**src/rtl/ip_ttl_decr_stream.sv**
```systemverilog
// ip_ttl_decr_stream: streaming IPv4 TTL decrement with incremental header
// checksum update (HC' = ~(~HC + ~m + m')), one registered stage, 32-bit
// big-endian sop/eop/valid/ready words.
// Handshake: a word moves on valid & ready; inReady never waits on outReady
// except through the output register (inReady = ~outValid | outReady).
// Optional build macro IP_TTL_EXPIRE_DROP_EN: buffer the header words until
// the TTL word is seen and silently drop expired packets.
module ip_ttl_decr_stream #(
    parameter int HDR_WORD_OFS = 0,
    parameter int MIN_TTL      = 1
) (
    input  logic        clk,
    input  logic        rst_n,
    input  logic [31:0] inData,
    input  logic        inSop,
    input  logic        inEop,
    input  logic        inValid,
    output logic        inReady,
    output logic [31:0] outData,
    output logic        outSop,
    output logic        outEop,
    output logic        outValid,
    input  logic        outReady,
    output logic        outExpired,
    output logic [31:0] pktCnt,
    output logic [15:0] expCnt
);
    localparam int            IW        = $clog2(HDR_WORD_OFS + 4);
    localparam logic [IW-1:0] IDX_HDR   = IW'(HDR_WORD_OFS);
    localparam logic [IW-1:0] IDX_TTL   = IW'(HDR_WORD_OFS + 2);
    localparam logic [IW-1:0] IDX_MAX   = IW'(HDR_WORD_OFS + 3);
    localparam logic [7:0]    MIN_TTL_B = 8'(MIN_TTL);

    logic [IW-1:0] idx_q, idx_d, cur_idx;
    logic          in_pkt_q, in_pkt_d;
    logic          is_v4_q, is_v4_d;
    logic [31:0]   pkt_cnt_q, pkt_cnt_d;
    logic [15:0]   exp_cnt_q, exp_cnt_d;
    logic [31:0]   out_data_q, out_data_d;
    logic          out_sop_q, out_sop_d, out_eop_q, out_eop_d;
    logic          out_valid_q, out_valid_d;
    logic          take, out_free, active, hdr_v4, at_ttl, ttl_exp, patch;
    logic [7:0]    ttl_m1;
    logic [17:0]   sum18;
    logic [16:0]   fold17;
    logic [15:0]   fold16;
    logic [31:0]   fwd_data;

    assign out_free = ~out_valid_q | outReady;
    assign take     = inValid & inReady;
    // A sop word always restarts the header index; words before any sop are orphans.
    assign cur_idx  = inSop ? '0 : idx_q;
    assign active   = inSop | in_pkt_q;
    assign hdr_v4   = (inData[31:28] == 4'd4) && (inData[27:24] >= 4'd5);
    assign at_ttl   = active && !inSop && is_v4_q && (cur_idx == IDX_TTL);
    assign ttl_exp  = at_ttl && (inData[31:24] <= MIN_TTL_B);
    assign patch    = at_ttl && !ttl_exp;
    assign ttl_m1   = inData[31:24] - 8'd1;

    // Incremental checksum: 18-bit sum, fold to 17, fold to 16, invert.
    always_comb begin
        sum18    = {2'b00, ~inData[15:0]} + {2'b00, ~inData[31:16]} + {2'b00, ttl_m1, inData[23:16]};
        fold17   = {1'b0, sum18[15:0]} + {15'd0, sum18[17:16]};
        fold16   = fold17[15:0] + {15'd0, fold17[16]};
        fwd_data = patch ? {ttl_m1, inData[23:16], ~fold16} : inData;
    end

    // Header parsing state and saturating counters, advanced per accepted word.
    always_comb begin
        idx_d     = idx_q;
        in_pkt_d  = in_pkt_q;
        is_v4_d   = is_v4_q;
        pkt_cnt_d = pkt_cnt_q;
        exp_cnt_d = exp_cnt_q;
        if (take) begin
            idx_d    = (cur_idx == IDX_MAX) ? IDX_MAX : cur_idx + 1'b1;
            in_pkt_d = active & ~inEop;
            if (inSop) is_v4_d = 1'b0;
            if (active && (cur_idx == IDX_HDR)) begin
                is_v4_d = hdr_v4;
                if (hdr_v4 && (pkt_cnt_q != '1)) pkt_cnt_d = pkt_cnt_q + 32'd1;
            end
            if (ttl_exp && (exp_cnt_q != '1)) exp_cnt_d = exp_cnt_q + 16'd1;
        end
    end

    // Parse state, counters and the output register.
    always_ff @(posedge clk or negedge rst_n) begin
        if (!rst_n) begin
            idx_q       <= '0;
            in_pkt_q    <= 1'b0;
            is_v4_q     <= 1'b0;
            pkt_cnt_q   <= '0;
            exp_cnt_q   <= '0;
            out_data_q  <= '0;
            out_sop_q   <= 1'b0;
            out_eop_q   <= 1'b0;
            out_valid_q <= 1'b0;
        end else begin
            idx_q       <= idx_d;
            in_pkt_q    <= in_pkt_d;
            is_v4_q     <= is_v4_d;
            pkt_cnt_q   <= pkt_cnt_d;
            exp_cnt_q   <= exp_cnt_d;
            out_data_q  <= out_data_d;
            out_sop_q   <= out_sop_d;
            out_eop_q   <= out_eop_d;
            out_valid_q <= out_valid_d;
        end
    end

`ifdef IP_TTL_EXPIRE_DROP_EN
    localparam int BN = HDR_WORD_OFS + 2;
    localparam int BW = $clog2(BN + 1);
    localparam int PW = $clog2(BN);
    typedef enum logic [1:0] {ST_PASS, ST_HOLD, ST_DRAIN, ST_DROP} st_e;

    st_e           st_q, st_d;
    logic [33:0]   buf_q [BN];
    logic [33:0]   buf_d [BN];
    logic [BW-1:0] cnt_q, cnt_d;
    logic          hold_stop;

    // While holding, a new sop or a surviving TTL word is left waiting on the
    // input until the buffer has drained; an expired TTL word is swallowed.
    assign hold_stop  = inValid & (inSop | ((cur_idx == IDX_TTL) & ~ttl_exp));
    assign outExpired = 1'b0;

    // Ready depends on the hold/drain mode.
    always_comb begin
        case (st_q)
            ST_HOLD:  inReady = ~hold_stop;
            ST_DRAIN: inReady = 1'b0;
            default:  inReady = out_free;
        endcase
    end

    // Routing of words between hold buffer, output register and the bit bucket.
    always_comb begin
        st_d        = st_q;
        cnt_d       = cnt_q;
        buf_d       = buf_q;
        out_data_d  = out_data_q;
        out_sop_d   = out_sop_q;
        out_eop_d   = out_eop_q;
        out_valid_d = out_valid_q & ~outReady;
        case (st_q)
            ST_DRAIN: begin
                if (out_free) begin
                    {out_sop_d, out_eop_d, out_data_d} = buf_q[0];
                    out_valid_d = 1'b1;
                    for (int i = 0; i < BN - 1; i++) buf_d[i] = buf_q[i+1];
                    cnt_d = cnt_q - 1'b1;
                    if (cnt_q == BW'(1)) st_d = ST_PASS;
                end
            end
            ST_HOLD: begin
                if (take) begin
                    if (ttl_exp) begin
                        cnt_d = '0;
                        st_d  = inEop ? ST_PASS : ST_DROP;
                    end else begin
                        buf_d[cnt_q[PW-1:0]] = {inSop, inEop, inData};
                        cnt_d = cnt_q + 1'b1;
                        if (inEop) st_d = ST_DRAIN;
                    end
                end else if (hold_stop) begin
                    st_d = ST_DRAIN;
                end
            end
            default: begin
                if (take && inSop) begin
                    buf_d[0] = {inSop, inEop, inData};
                    cnt_d    = BW'(1);
                    st_d     = inEop ? ST_DRAIN : ST_HOLD;
                end else if (take && (st_q == ST_PASS)) begin
                    out_data_d  = fwd_data;
                    out_sop_d   = inSop;
                    out_eop_d   = inEop;
                    out_valid_d = 1'b1;
                end else if (take && inEop) begin
                    st_d = ST_PASS;
                end
            end
        endcase
    end

    // Hold/drop FSM state and hold buffer.
    always_ff @(posedge clk or negedge rst_n) begin
        if (!rst_n) begin
            st_q  <= ST_PASS;
            cnt_q <= '0;
            for (int i = 0; i < BN; i++) buf_q[i] <= '0;
        end else begin
            st_q  <= st_d;
            cnt_q <= cnt_d;
            buf_q <= buf_d;
        end
    end
`else
    logic exp_flag_q, exp_flag_d, out_expired_q, out_expired_d, exp_next;

    assign inReady    = out_free;
    assign outExpired = out_expired_q;
    assign exp_next   = (inSop ? 1'b0 : exp_flag_q) | ttl_exp;

    // Every accepted word lands in the output register; the expired flag rides to eop.
    always_comb begin
        out_data_d    = out_data_q;
        out_sop_d     = out_sop_q;
        out_eop_d     = out_eop_q;
        out_expired_d = out_expired_q;
        exp_flag_d    = exp_flag_q;
        out_valid_d   = out_valid_q & ~outReady;
        if (take) begin
            out_data_d    = fwd_data;
            out_sop_d     = inSop;
            out_eop_d     = inEop;
            out_valid_d   = 1'b1;
            exp_flag_d    = exp_next;
            out_expired_d = exp_next & inEop;
        end
    end

    // Expired-packet flag and its eop-qualified output copy.
    always_ff @(posedge clk or negedge rst_n) begin
        if (!rst_n) begin
            exp_flag_q    <= 1'b0;
            out_expired_q <= 1'b0;
        end else begin
            exp_flag_q    <= exp_flag_d;
            out_expired_q <= out_expired_d;
        end
    end
`endif

    assign outData  = out_data_q;
    assign outSop   = out_sop_q;
    assign outEop   = out_eop_q;
    assign outValid = out_valid_q;
    assign pktCnt   = pkt_cnt_q;
    assign expCnt   = exp_cnt_q;
endmodule
```
**config.mk**
```make
export PLATFORM = sky130hd
export DESIGN_NAME = ip_ttl_decr_stream
export DESIGN_NICKNAME = d
export VERILOG_FILES = /design/src/rtl/ip_ttl_decr_stream.sv
export SDC_FILE = /design/constraint.sdc
export NUM_CORES = 1
export LEC_CHECK = 0
export ABC_AREA = 1
export CORE_MARGIN = 2
export CORE_UTILIZATION = 54
export DETAILED_ROUTE_END_ITERATION = 7
export HOLD_SLACK_MARGIN = 0.03
export PLACE_DENSITY_LB_ADDON = 0.25
export SLEW_MARGIN = 20
export SYNTH_ARGS = -nofsm -noshare
export SYNTH_HDL_FRONTEND = slang
export SYNTH_SLANG_ARGS = --single-unit
```
**constraint.sdc**
```tcl
create_clock -name clk -period 2.7 [get_ports clk]
set_input_delay 0.81 -clock clk [delete_from_list [all_inputs] [get_ports clk]]
set_output_delay 0.81 -clock clk [all_outputs]
set_load 0.01 [all_outputs]
```
Word-level counts from Yosys, hierarchy flattened
Index checks and enable logic that the tools add are counted.
{ "op_classes": {"n_addsub": 8, "n_lt_le_gt_ge": 2, "n_eq_ne": 5, "muxes": 7, "bitwise_logic": 13, "reduce_logical": 16} }
{ "ops": {"columns": ["operator", "n"], "rows": [
  ["$not A16 Y16", 3],
  ["$add A32 B1 Y32 const B", 1],
  ["$mux W32", 1],
  ["$ne A32 B32 Y1 const B", 1],
  ["$add A17 B16 Y18", 1],
  ["$add A16 B16 Y17", 1],
  ["$add A16 B2 Y17", 1],
  ["$add A16 B1 Y16", 1],
  ["$add A16 B1 Y16 const B", 1],
  ["$ne A16 B16 Y1 const B", 1],
  ["$logic_and A1 B1 Y1", 9],
  ["$le A8 B1 Y1 const B", 1],
  ["$sub A8 B1 Y8 const B", 1],
  ["$and A1 B1 Y1", 4],
  ["$eq A2 B2 Y1 const B", 2],
  ["$eq A4 B3 Y1 const B", 1],
  ["$ge A4 B3 Y1 const B", 1],
  ["$mux W1", 4],
  ["$mux W2", 2],
  ["$reduce_and A2 Y1", 2],
  ["$not A1 Y1", 3],
  ["$or A1 B1 Y1", 3],
  ["$reduce_and A3 Y1", 1],
  ["$add A2 B1 Y2 const B", 1],
  ["3 further kinds", 4]
]} }
{ "totals": {"regBits": 89, "output_inout_bits": 85} }

Logic depth before layout (Yosys ltp)
{ "depth": {"ltp_word": 8, "depth_mapped": 44} }

Least setup slack after synthesis
OpenSTA, ideal clock, no wires.
{ "synth_path": {"kind": "input to register", "from": "input port inData[26]", "to": "register out_data_q[14] (netlist: outData[14])", "arrival_ns": 5.534, "required_ns": 2.583, "setup_slack_ns": -2.951, "stages": 42, "path_buffers": 1, "path_cell_list": "buf_4 > nor2_2 > clkinv_2 > nor2_1 > inv_1 > nor2_1 > xor2_1 > inv_1 > ha_1 > nand2_1 > inv_1 > nand2_1 > nand3b_1 > nand2_1 > a21oi_1 > o21ai_0 > xnor2_1 > ha_1 > [6 not listed] > nor2_1 > nand4_1 > nor3_1 > ha_1 > ha_1 > nand2_1 > nor2_1 > nand3_1 > nor2_1 > nand2_1 > nor2_2 > nand3_2 > nor2_4 > nand4_1 > nand2_1 > nand2_1 > nand2_1 > nand2_1"} }
{ "synth_via": {"elab_chain_len": 7, "elab_cells_between_ends": 12} }
{ "synth_lines": {"columns": ["item", "line_no", "text"], "rows": [
  ["start, declared", "14", "input logic [31:0] inData,"],
  ["$not A16 Y16", "62", "sum18 = {2'b00, ~inData[15:0]} + {2'b00, ~inData[31:16]} + {2'b00, ttl_m1, inData[23:16]};"],
  ["$add A16 B16 Y17", "62", null],
  ["$add A17 B16 Y18", "62", null],
  ["$add A16 B2 Y17", "63", "fold17 = {1'b0, sum18[15:0]} + {15'd0, sum18[17:16]};"],
  ["$add A16 B1 Y16", "64", "fold16 = fold17[15:0] + {15'd0, fold17[16]};"],
  ["$not A16 Y16", "65", "fwd_data = patch ? {ttl_m1, inData[23:16], ~fold16} : inData;"],
  ["$mux W32 *", "65", null],
  ["end signal, assigned", "105", "out_data_q <= out_data_d;"],
  ["end, declared", "39", "logic [31:0] out_data_q, out_data_d;"]
]} }
Every way passes the cells marked *; elsewhere a longest branch is shown, timed or not.
A chain may end at the register's enable or synchronous reset.

Final worst setup path
{ "layout_path": {"from": "input port inData[24]", "to": "register out_data_q[12] (netlist: outData[12])"} }
The elaborated chain is that of the path after synthesis.

==> metrics <==
top-count cell post-synth nand2_1; Layout area overhead 67.22%; synth unique cells 42; sequential cell area fraction in the yosys report 32.82%; CP max stage cell ha_2; Die Width 116.1 um; grt total ovfl 0; Max-slew headroom 39.79%; first drt pass iteration count 8; post-synthesis instance total 933; pins over their slew limit 0; Fin. Hold Viols 0; die boundary height 116.1 um; Synth area leader dfrtp_1; register area 2227 sq um; row count 40; wire length on met2 15,590 um; I/O pins 123; post-route cell area 11,350 sq um; Yosys reg bits 89; Setup TNS Final -50.11 ns; core area 12,160 sq um; fraction of layout cells with a size suffix above 1 40.14%; Max Root-Sink Buffers 2; CTS sink count 89; Vias/cell 6.364; routability cong. 0.9347; Initial Utilization 55.80%; Root Driver clkbuf_16; period utilization 222.0%; Hold WS 0.4000 ns; first-pass GRT wire length 41,300 um; vias 9,457; Post-synth EDFFs 0; CP endpoint kind register; metal3 WL 4342 um; NumNets Final 1,394; Hold Buf Count CTS 0; Commonest cells post-synth nand2_1, inv_1, dfrtp_1; Antenna Violating Nets Remaining 0; startpoint types primary input; Period minus WS final 5.993 ns; H-tree depth 3; crit path max fanout 3; CTS Buf Count 9; Max stage delay on crit path 0.27 ns; DPL Wire Length 15,800 um; worst reg2reg setup slack -0.19 ns; VDD IR max 0.0005161 V; RSZ-0062 raised after global routing true; DIE AREA 13,480 sq um; Synth top area share 32.82%; Critical R2R Launch pktCnt[15]; total power 5.837 mW; antenna violations before repair 1; asr flop ratio synth 100.0%; CTS tree done; vias in the first global route 8,392; number of synthesis warnings 0; max-cap violations 0; WL final 34,740 um; fillers 400; largest cells by area after synthesis dfrtp_1, nand2_1, ha_1; Tightest Pin Transition 0.8937 ns; Main synth FF type dfrtp_1; multi-input logic area 4883 sq um; largest net degree at the start of global routing 52; dpl cells 1,393; pre-CTS WS -3.684 ns; Ant. Diodes 0; violated checks design-rule violations, negative setup slack; outcome finished, violations left; reg2reg path depth 13; CP Data Required Time 2.95 ns; Avg WL per Cell 23.38 um; syn_area_per_cell 7.274 sq um; Synth Cell Area 6787 sq um; PnR worst setup slack -3.293 ns; Highest Clock Rate 0.1669 GHz; worst hold path class primary input to async pin; gr usage total 39.52%; Placed Instance Area 9673 sq um; RR Endpoint pktCnt[24]; WP data arrival 6.24 ns; kind of critical path primary input to register; CTS clk-pin slew, worst paths 0.07 ns; DRC 21; Non-Filler Instances 1,486; leakage 5.614 nW; Iteration-0 DRC Markers 1,590; clock latency on the worst-skew pair 0.36 ns; IO buf count 122; Highest Signal Layer met4; syn nets 1,014; crit-path most repeated cell nand2_2; Pwr per Cell Area 514.4 nW/um^2; Worst Skew 0.01038 ns; Met1 Wirelength 11,290 um; Setup Viol. Count Final 31; post-layout util 93.31%
==> critical path, delay by kind of cell <==
family | cells | cell delay [ns]
adders and majority gates | 6 | 1.37
AOI/OAI and AO/OA | 5 | 0.64
and+or+nand+nor | 22 | 2.46
buffers and inverters | 3 | 0.30
xor gates and xnor gates | 3 | 0.63
==> how the worst max path moves through the flow <==
stage,startpoint,endpoint,depth (start not counted)
after global placement,inData[24],outData[14],40
after floorplan,inData[26],outData[14],42
after CTS,inData[25],outData[14],40
after global routing,inData[24],outData[11],36
final,inData[24],outData[12],39
after detailed placement,inData[24],outData[14],38
==> report_power, final <==
part           internal, mW  switching [mW]
clock network         0.753           0.632
registers              1.42          0.0765
logic                  1.26            1.69
total                  3.44            2.40
==> layout by cell type (no fill, tap or decap), types with 18 or more instances in the layout <==
cell / synthesis / final
nand2_1: 242 / 212
buf_4: 1 / 249
inv_1: 110 / 82
nor2_4: 4 / 22
nand3_1: 70 / 61
o21ai_0: 46 / 28
ha_1: 41 / 18
nor2_1: 73 / 54
nand2_2: 14 / 39
inv_2: 19 / 44
clkdlybuf4s50_1: 0 / 91
dfrtp_1: 89 / 89
ha_4: 0 / 20
a21oi_1: 34 / 19
xor2_1: 47 / 40
xnor2_1: 24 / 18
==> routing by layer <==
layer,vias up,global-route usage (%)
li1,3721,-
met1,4326,47.26
met3,389,7.732
met5,-,0
met4,0,23.97
met2,1021,66.08
==> cells by family after synthesis <==
kind of cell / synth area share (%)
multiplexers: 0.1475
XOR/XNOR: 9.163
AO/OA/AOI/OAI: 7.965
flip-flops: 32.82
AND/OR/NAND/NOR: 33.44
adder cells (fa/ha/maj): 8.149
buffers and inverters: 8.315
==> final cells by class <==
type | count | area share, %
Inverter | 132 | 4.476
Clock buffer | 11 | 2.139
Tap cell | 168 | 1.852
Timing Repair Buffer | 383 | 28.34
Multi-Input combinational cell | 698 | 43.03
Clock inverter | 5 | 0.5402
Sequential cell | 89 | 19.63
==> what timing repair did <==
action	in CTS	in global routing
endpoints found under the setup margin	44	27
resized for setup	187	102
pin swaps	84	73
buffers inserted	52	26
==> sequential cells by signal (all words and copies together) (netlist names) <==
name,flops
outExpired,1
outEop,1
outValid,1
outSop,1
exp_flag_q,1
outData,32
is_v4_q,1
in_pkt_q,1
expCnt,16
idx_q,2
pktCnt,32
Note: power is estimated with default switching activity, not from simulation.
